File: config.mk
export PLATFORM = sky130hd
export DESIGN_NAME = evc_settle_timer
export DESIGN_NICKNAME = d
export VERILOG_FILES = /design/src/rtl/exhaustive_vector_checker_pkg.sv /design/src/rtl/exhaustive_vector_checker_settle_timer.sv
export SDC_FILE = /design/constraint.sdc
export NUM_CORES = 1
export LEC_CHECK = 0
export CAP_MARGIN = 15
export CORE_AREA = 2 2 39 41
export CTS_CLUSTER_SIZE = 16
export DETAILED_ROUTE_END_ITERATION = 6
export DIE_AREA = 0 0 41 43
export GPL_TIMING_DRIVEN = 0
export MAX_ROUTING_LAYER = met4
export PLACE_DENSITY = 0.68
export SLEW_MARGIN = 40
export SYNTH_ARGS = -nofsm -noshare
export SYNTH_HDL_FRONTEND = slang
export SYNTH_SLANG_ARGS = --single-unit
File: constraint.sdc
create_clock -name clk -period 4.6 [get_ports clk]
set_input_delay 0.46 -clock clk [delete_from_list [all_inputs] [get_ports clk]]
set_output_delay 0.46 -clock clk [all_outputs]
set_load 0.02 [all_outputs]
File: src/rtl/exhaustive_vector_checker_pkg.sv
// Shared types and limits for the exhaustive vector checker.
package evc_pkg;

   typedef enum logic [1:0] {
      IDLE,
      APPLY,
      WAIT,
      DONE
   } evc_state_t;

   localparam int EVC_MAX_N_IN = 16;
   localparam int EVC_SETTLE_W = 8;

endpackage

File: src/rtl/exhaustive_vector_checker_settle_timer.sv
// Loadable down-counter that holds at zero; paces the settle wait of each vector.
module evc_settle_timer
   import evc_pkg::*;
(
   input  logic                    clk,
   input  logic                    rst_n,
   input  logic                    load,
   input  logic [EVC_SETTLE_W-1:0] load_val,
   output logic                    zero
);

   logic [EVC_SETTLE_W-1:0] cnt;

   always_ff @(posedge clk or negedge rst_n) begin
      if (!rst_n) begin
         cnt <= '0;
      end else if (load) begin
         cnt <= load_val;
      end else if (cnt != '0) begin
         cnt <= cnt - 1'b1;
      end
   end

   assign zero = (cnt == '0);

endmodule

==> results of run 1 <==
-- stage by stage --
stage	power (mW)	cell area, um2	std cells	util	worst slack (ns)
after floorplan	0.117	477	54	-	2.64
after global placement	0.134	607	81	0.439	2.10
after detailed placement	0.135	607	81	0.439	2.08
after CTS	0.194	629	84	0.455	1.79
after global routing	0.204	629	84	0.455	1.66
final	0.191	629	84	0.455	1.79
-- final cells by class --
class / instances / area share
Multi-Input combinational cell: 41 / 0.400
Timing Repair Buffer: 11 / 0.175
Sequential cell: 8 / 0.318
Inverter: 3 / 0.0179
Clock buffer: 3 / 0.0358
Tap cell: 16 / 0.0318
Buffer: 2 / 0.0219
-- layer usage --
| metal | global-route usage | share of wire |
|---|---|---|
| met1 | 0.216 | 0.47 |
| met2 | 0.181 | 0.43 |
| met3 | 0.0314 | 0.044 |
| met4 | 0.160 | 0.045 |
| met5 | - | 0 |
-- cell usage after synthesis --
master	count
clkbuf_2	1
dlygate4sd1_1	1
a221oi_1	1
nor3b_1	1
ha_1	1
a21boi_0	1
xnor2_1	1
o41ai_1	1
nor4_1	2
nor2_1	5
or3_1	1
nand4_1	1
a31oi_1	1
or4_1	2
o22ai_1	1
o31a_1	1
o21ai_0	2
o311ai_0	1
nand3_1	2
a2bb2oi_1	1
nor3_1	3
dfrtp_1	8
inv_1	3
or3b_1	1
nand2_1	5
a21oi_1	3
o31ai_1	3
-- power breakdown --
group          switching, mW  total [mW]  internal (mW)
clock network         0.0271      0.0572         0.0301
registers             0.0122      0.0913         0.0792
logic                 0.0191      0.0424         0.0233
-- worst paths after layout --
kind	startpoint	to	slack, ns
min	rst_n	cnt[5]	0.49
min in group clk	cnt[7]	cnt[7]	0.60
max in group asynchronous	rst_n	cnt[1]	3.84
max reg2reg	cnt[0]	cnt[4]	2.77
min reg2reg	cnt[7]	cnt[7]	0.60
max	cnt[0]	zero	1.79
-- layout by cell type, fill, tap and decap left out --
cell type	synthesis	final
dfrtp_1	8	8
a2bb2oi_1	1	1
o41ai_1	1	1
o31ai_1	3	3
o31a_1	1	1
nor3b_1	1	1
ha_1	1	1
a21oi_1	3	3
clkbuf_4	0	3
nand4_1	1	1
o311ai_0	1	1
nor2_1	5	5
inv_1	3	3
dlygate4sd1_1	1	1
a31oi_1	1	1
nand2_1	5	5
a221oi_1	1	1
or3b_1	1	1
nor3_1	3	3
nor4_1	2	2
xnor2_1	1	1
or4_1	2	2
o22ai_1	1	1
o21ai_0	2	2
clkbuf_2	1	1
nand3_1	2	2
or3_1	1	1
a21boi_0	1	1
clkdlybuf4s50_1	0	11
-- cells by family (layout without fill, tap and decap cells) --
| logic type | Yosys count | count (layout) | share of synthesized area |
|---|---|---|---|
| AND/OR/NAND/NOR | 23 | 23 | 0.249 |
| AO/OA/AOI/OAI | 16 | 16 | 0.234 |
| buffers and inverters | 5 | 19 | 0.0525 |
| XOR/XNOR | 1 | 1 | 0.0184 |
| adder cells (fa/ha/maj) | 1 | 1 | 0.0262 |
| flip-flops | 8 | 8 | 0.420 |
==> metrics.cfg, run 1 <==
[setup_path]
crit_required_ns = 4.14
path_class = flip-flop to output port
worst-path-max-fanout = 7
cpPeakStageDelay_ns = 0.64
crit_path_top_delay_cell = clkdlybuf4s50_1
cp.depth = 6
path_cells = inv_1 -> ha_1 -> or3b_1 -> clkbuf_2 -> nor2_1 -> clkdlybuf4s50_1
cp.arrival_ns = 2.35
start_kind = flip-flop
r2r.worst_path.cells = 6
cp-end-kind = output port
path_buf_inv = 3
critPathTopFamily = buffers and inverters

[cts]
clockBufferDepth = 2
worstSkewPairLatency_ns = 0.26
cts-root-buf = clkbuf_4
cts_tree = built
cts_resized = 0
cts_sinks = 8
cts_made_buffers = 3
post_cts_buffers = 0
clkTransAtPathRegs_ns = 0.06
postCtsHoldBufs = 0
htree_num_levels = 1

[sta]
fin_skew_ns = 0.00147
layout_min_cycle_time_ns = 2.81
tightest_slew_ns = 0.480
hold_violations = 0
max_freq_mhz = 355
post-route-period-util = 0.612
maxSlewViolCount = 0
timing.setup.tns_ns = 0
hold_ws_ns = 0.485
slew_headroom = 0.677
rsz0062_at_grt = false
finalSetupViolCount = 0

[synth]
synth_cell_types = 27
synthTopCellsByArea = dfrtp_1 (42%), o31ai_1 (4.7%), nand2_1 (3.9%), nor2_1 (3.9%), a21oi_1 (3.1%)
ys_seq_area_frac = 0.420
synth_seq_cells = 8
synth_warnings = 0
syn_nets = 66
synth_area_um2 = 477
netlist_instances = 54
synth_top_area_share = 0.420
synth_top_cell_by_area = dfrtp_1
synth.avg_cell_area_um2 = 8.83

[final_layout]
drive_gt1_frac = 0.0588
regMostFlops = cnt
nFillCells = 154
top_regs = cnt x8
multi_input_area_um2 = 251
syn2layout_area_growth_pct = 32.0
largest_register_ffs = 8
nets = 82
antenna_cells = 0
seqCellArea_um2 = 200

[floorplan]
die_h_um = 43
dieArea_um2 = 1760
die_w_um = 41
core.rowCount = 14
core_area_um2 = 1380
pin_count = 12
start_util = 0.344

[detailed_routing]
drt-pass1-iter-count = 4
ant_nets = 0
vias = 465
first_iter_violations = 17
wirelength_um = 1050
drc = 0
wl_per_cell_um = 12.5
routed_via_density = 5.54

[pwr]
peakVddDrop_uv = 129
p_leak_nw = 0.245
p_per_area_nw_per_um2 = 303

[place]
portBuffers = 11
gp_congestion = 0.806
dp_hpwl_um = 764

[grt]
grt_pass1_wl_um = 1770
gr-total-overflow = 0
grt_start_max_net_pins = 11
antenna_found_initial = 0
grt_pass1_vias = 401
track_usage = 0.159

[run]
cap_violations = 0

[outcome]
outcome = finished clean

[worst_hold_path]
hold_class = input pin to asynchronous set/reset pin

Power figures use the tool's default switching activity.
==> run 2: changes to the inputs <==
- PLACE_DENSITY: 0.68 -> 0.71
- clock period: 4.6 -> 2.5 ns (I/O delays scaled with it)
==> run 2 against run 1 <==
Final area is 0.20% lower. Critical path type unchanged. Critical path depth unchanged. Register-to-register slack got worse by 2.1 ns. Power grew 81%. Worst setup slack got worse by 1.6 ns. Die area did not move.
==> metrics.cfg, run 2 (same netlist as run 1, synthesis figures left out) <==
[floorplan]
die_w_um = 41
die_h_um = 43
dieArea_um2 = 1760
core.rowCount = 14
start_util = 0.344
pin_count = 12
core_area_um2 = 1380

[cts]
clkTransAtPathRegs_ns = 0.05
htree_num_levels = 1
cts-root-buf = clkbuf_4
worstSkewPairLatency_ns = 0.25
cts_made_buffers = 3
postCtsHoldBufs = 0
cts_tree = built
clockBufferDepth = 2
cts_sinks = 8

[final_layout]
final_util = 0.454
top_regs = cnt x8
layout_common_cells = clkdlybuf4s50_1 (10), dfrtp_1 (8), nor2_1 (5), nand2_1 (5)
regMostFlops = cnt
largest_register_ffs = 8
nFillCells = 142
seqCellArea_um2 = 200
final_common_cell = clkdlybuf4s50_1
syn2layout_area_growth_pct = 31.8
nets = 82
antenna_cells = 0
drive_gt1_frac = 0.0588
multi_input_area_um2 = 251

[pwr]
p_per_area_nw_per_um2 = 550
p_leak_nw = 0.250
peakVddDrop_uv = 237

[detailed_routing]
drc = 0
vias = 469
first_iter_violations = 18
routed_via_density = 5.58
wirelength_um = 1020
drt-pass1-iter-count = 4
wl_per_cell_um = 12.1
ant_nets = 0

[worst_hold_path]
hold_class = input pin to asynchronous set/reset pin

[sta]
hold_violations = 0
layout_min_cycle_time_ns = 2.28
finalSetupViolCount = 0
post-route-period-util = 0.914
rsz0062_at_grt = false
max_freq_mhz = 438
slew_headroom = 0.636
fin_skew_ns = 0.00113
tightest_slew_ns = 0.541
timing.setup.tns_ns = 0
maxSlewViolCount = 0

[grt]
grt_pass1_vias = 430
track_usage = 0.157
grt_pass1_wl_um = 1840
grt_start_max_net_pins = 11
antenna_found_initial = 0
gr-total-overflow = 0

[setup_path]
start_kind = flip-flop
path_class = flip-flop to output port
crit_required_ns = 2.25
worst-path-max-fanout = 7
cp.arrival_ns = 2.03
cp-end-kind = output port

[run]
cap_violations = 0

[place]
gp_congestion = 0.760
portBuffers = 11

[outcome]
outcome = finished clean

run 2: cell count changes in the layout (fill, tap and decap cells not counted):
cell,before,now
clkdlybuf4s50_1,11,10
dlygate4sd2_1,0,1
run 2: repair_timing:
item	CTS	global route
endpoints found under the hold margin	0	0
endpoints found under the setup margin	1	0
setup buffers	0	0
gates resized for setup	1	0
run 2: path summary, 6_finish.rpt:
path	startpoint	endpoint	slack, ns	cells after the start
max in group asynchronous	rst_n	cnt[6]	1.97	1
min in group clk	load_val[6]	cnt[6]	0.55	3
setup / recovery	cnt[0]	zero	0.22	6
setup reg to reg	cnt[0]	cnt[6]	0.64	6
hold / removal	rst_n	cnt[2]	0.27	1
hold reg to reg	cnt[7]	cnt[6]	0.61	2
run 2: per-stage QoR:
step                area [um2]  hold slack [ns]  cells  total power [mW]  setup WS, ns
CTS                        628            0.281     84             0.350         0.199
finish                     628            0.274     84             0.345         0.215
global placement           607            0.556     81             0.246         0.191
detailed placement         607            0.555     81             0.248         0.191
floorplan                  477          -0.0456     54             0.215         0.691
global route               628            0.317     84             0.371        0.0648
run 2: layout make-up:
type                    count  share of cell area
flip-flops and latches      8               0.319
clock buffers               3              0.0359
well taps                  16              0.0319
multi-input cells          41               0.400
repair buffers             11               0.173
inverters                   3              0.0179
plain buffers               2              0.0219
run 2: critical path: stages (launching register included):
cell           delay, ns
dfrtp_1             0.40
inv_1               0.09
ha_1                0.21
or3b_1              0.35
clkbuf_2            0.16
nor2_1              0.20
dlygate4sd2_1       0.36
run 2: report_power, final:
part | internal, mW | total (mW) | switching, mW | leakage, nW
registers | 0.146 | 0.168 | 0.0223 | 0.0938
logic | 0.0425 | 0.0777 | 0.0353 | 0.142
clock network | 0.0550 | 0.0996 | 0.0446 | 0.0138
run 2: metal layers:
layer / GRT usage / part of all wire / wire length [um] / vias to the layer above
met2: 0.228 / 0.47 / 479 / 17
met5: - / 0 / 0 / -
li1: - / - / - / 239
met1: 0.199 / 0.46 / 473 / 211
met3: 0.0314 / 0.053 / 54 / 2
met4: 0.0800 / 0.012 / 12 / 0
==> run 3: changes to the inputs <==
- clock period: 2.5 -> 1.9 ns (I/O delays scaled with it)
==> run 3 against run 2 <==
Via count rose by 2.1%. Highest routed layer unchanged. Cell count grew 2.4%. Largest cell class unchanged. Critical path depth down 1. Clock skew barely moved.
==> metrics.cfg, run 3 (same netlist as run 1, synthesis figures left out) <==
[grt]
gr-total-overflow = 0
antenna_found_initial = 0
grt_pass1_wl_um = 1820
grt_start_max_net_pins = 11
grt_pass1_vias = 422
track_usage = 0.156

[place]
pre_cts_slack_ns = -0.349
gp_congestion = 0.760
dpl_cell_area_um2 = 607
portBuffers = 11
dp_cells = 81

[cts]
clockBufferDepth = 2
cts-root-buf = clkbuf_4
cts_tree = built
htree_num_levels = 1
worstSkewPairLatency_ns = 0.25
clkTransAtPathRegs_ns = 0.05
postCtsHoldBufs = 0
cts_made_buffers = 3
cts_sinks = 8

[floorplan]
die_w_um = 41
pin_count = 12
core_area_um2 = 1380
start_util = 0.344
core.rowCount = 14
die_h_um = 43
dieArea_um2 = 1760

[setup_path]
path_cells = inv_1 -> ha_2 -> or3b_4 -> nor2_4 -> buf_4
cpPeakStageDelay_ns = 0.43
path_buf_inv = 2
cp.arrival_ns = 1.65
critPathTopFamily = simple AND/OR/NAND/NOR gates
start_kind = flip-flop
worst-path-max-fanout = 6
crit_path_top_delay_cell = or3b_4
cp-end-kind = output port
path_class = flip-flop to output port
crit_required_ns = 1.71

[sta]
max_freq_mhz = 544
postLayoutSetupSlackWorst_ns = 0.0620
slew_headroom = 0.648
tightest_slew_ns = 0.523
layout_min_cycle_time_ns = 1.84
post-route-period-util = 0.967
maxSlewViolCount = 0
hold_violations = 0
fin_skew_ns = 0.000692
finalSetupViolCount = 0

[final_layout]
syn2layout_area_growth_pct = 38.6
antenna_cells = 0
seqCellArea_um2 = 200
drive_gt1_frac = 0.157
nets = 84
top_regs = cnt x8
multi_input_area_um2 = 268
final_util = 0.477
layout_common_cells = clkdlybuf4s50_1 (10), dfrtp_1 (8), nand2_1 (5)
nFillCells = 139
largest_register_ffs = 8
final_common_cell = clkdlybuf4s50_1
regMostFlops = cnt
stdcell_count = 86
fin_area_um2 = 661

[pwr]
p_leak_nw = 0.259
peakVddDrop_uv = 316
p_per_area_nw_per_um2 = 715

[detailed_routing]
routed_via_density = 5.57
wirelength_um = 1070
drc = 0
ant_nets = 0
first_iter_violations = 15
wl_per_cell_um = 12.4
drt-pass1-iter-count = 4
vias = 479

[worst_hold_path]
hold_class = input pin to asynchronous set/reset pin

[run]
cap_violations = 0

[outcome]
outcome = finished clean

-- run 3: cell count changes in the layout (fill, tap and decap cells not counted) --
cell / delta
buf_4: +4
clkbuf_2: -1
dlygate4sd2_1: -1
ha_1: -1
ha_2: +1
nor2_1: -1
nor2_4: +1
or3b_1: -1
or3b_4: +1
or4_1: -1
or4_4: +1
-- run 3: metrics by stage --
| stage | TNS [ns] | power, mW | hold WS [ns] |
|---|---|---|---|
| 6_report | 0 | 0.472 | 0.212 |
| 2_1_floorplan | 0 | 0.283 | -0.106 |
| 3_3_place_gp | -0.349 | 0.324 | 0.496 |
| 4_1_cts | 0 | 0.464 | 0.221 |
| 5_1_grt | -0.00441 | 0.503 | 0.257 |
| 3_5_place_dp | -0.349 | 0.327 | 0.495 |
-- run 3: timing repair --
item / 4_1_cts / 5_1_grt
pin swaps: 0 / 1
buffers inserted: 0 / 3
resized for setup: 9 / 1
hold endpoints to repair: 0 / 0
endpoints found under the setup margin: 1 / 2
-- run 3: worst paths after layout --
kind	from	end	slack (ns)	cells past startpoint
worst min register to register	cnt[7]	cnt[6]	0.62	2
worst max-delay path	cnt[0]	zero	0.06	5
worst min-delay path	rst_n	cnt[4]	0.21	1
min in group clk	load_val[6]	cnt[6]	0.48	3
worst max register to register	cnt[0]	cnt[6]	0.16	5
max in group asynchronous	rst_n	cnt[1]	1.43	1
-- run 3: worst register-to-register path, cell delays in order (launching register included) --
cell and delay, ns:
dfrtp_1 0.39, inv_1 0.08, ha_2 0.20, or3b_4 0.43
o311ai_0 0.39, nand3_1 0.12
-- run 3: area by class of cell --
cell class,instances,share of cell area
plain buffers,1,0.0133
clock buffers,3,0.0341
inverters,3,0.0170
multi-input cells,41,0.405
flip-flops and latches,8,0.303
well taps,16,0.0303
repair buffers,14,0.197
-- run 3: per-layer routing --
layer,track usage,vias up,wire [um]
met4,0.0800,0,14
li1,-,242,-
met5,-,-,0
met3,0.0314,2,48
met2,0.225,13,497
met1,0.199,222,506
-- run 3: power by group --
part	internal [mW]	switching, mW	leakage [nW]	total [mW]
clock network	0.0724	0.0597	0.0138	0.132
registers	0.192	0.0282	0.0938	0.220
logic	0.0673	0.0530	0.151	0.120
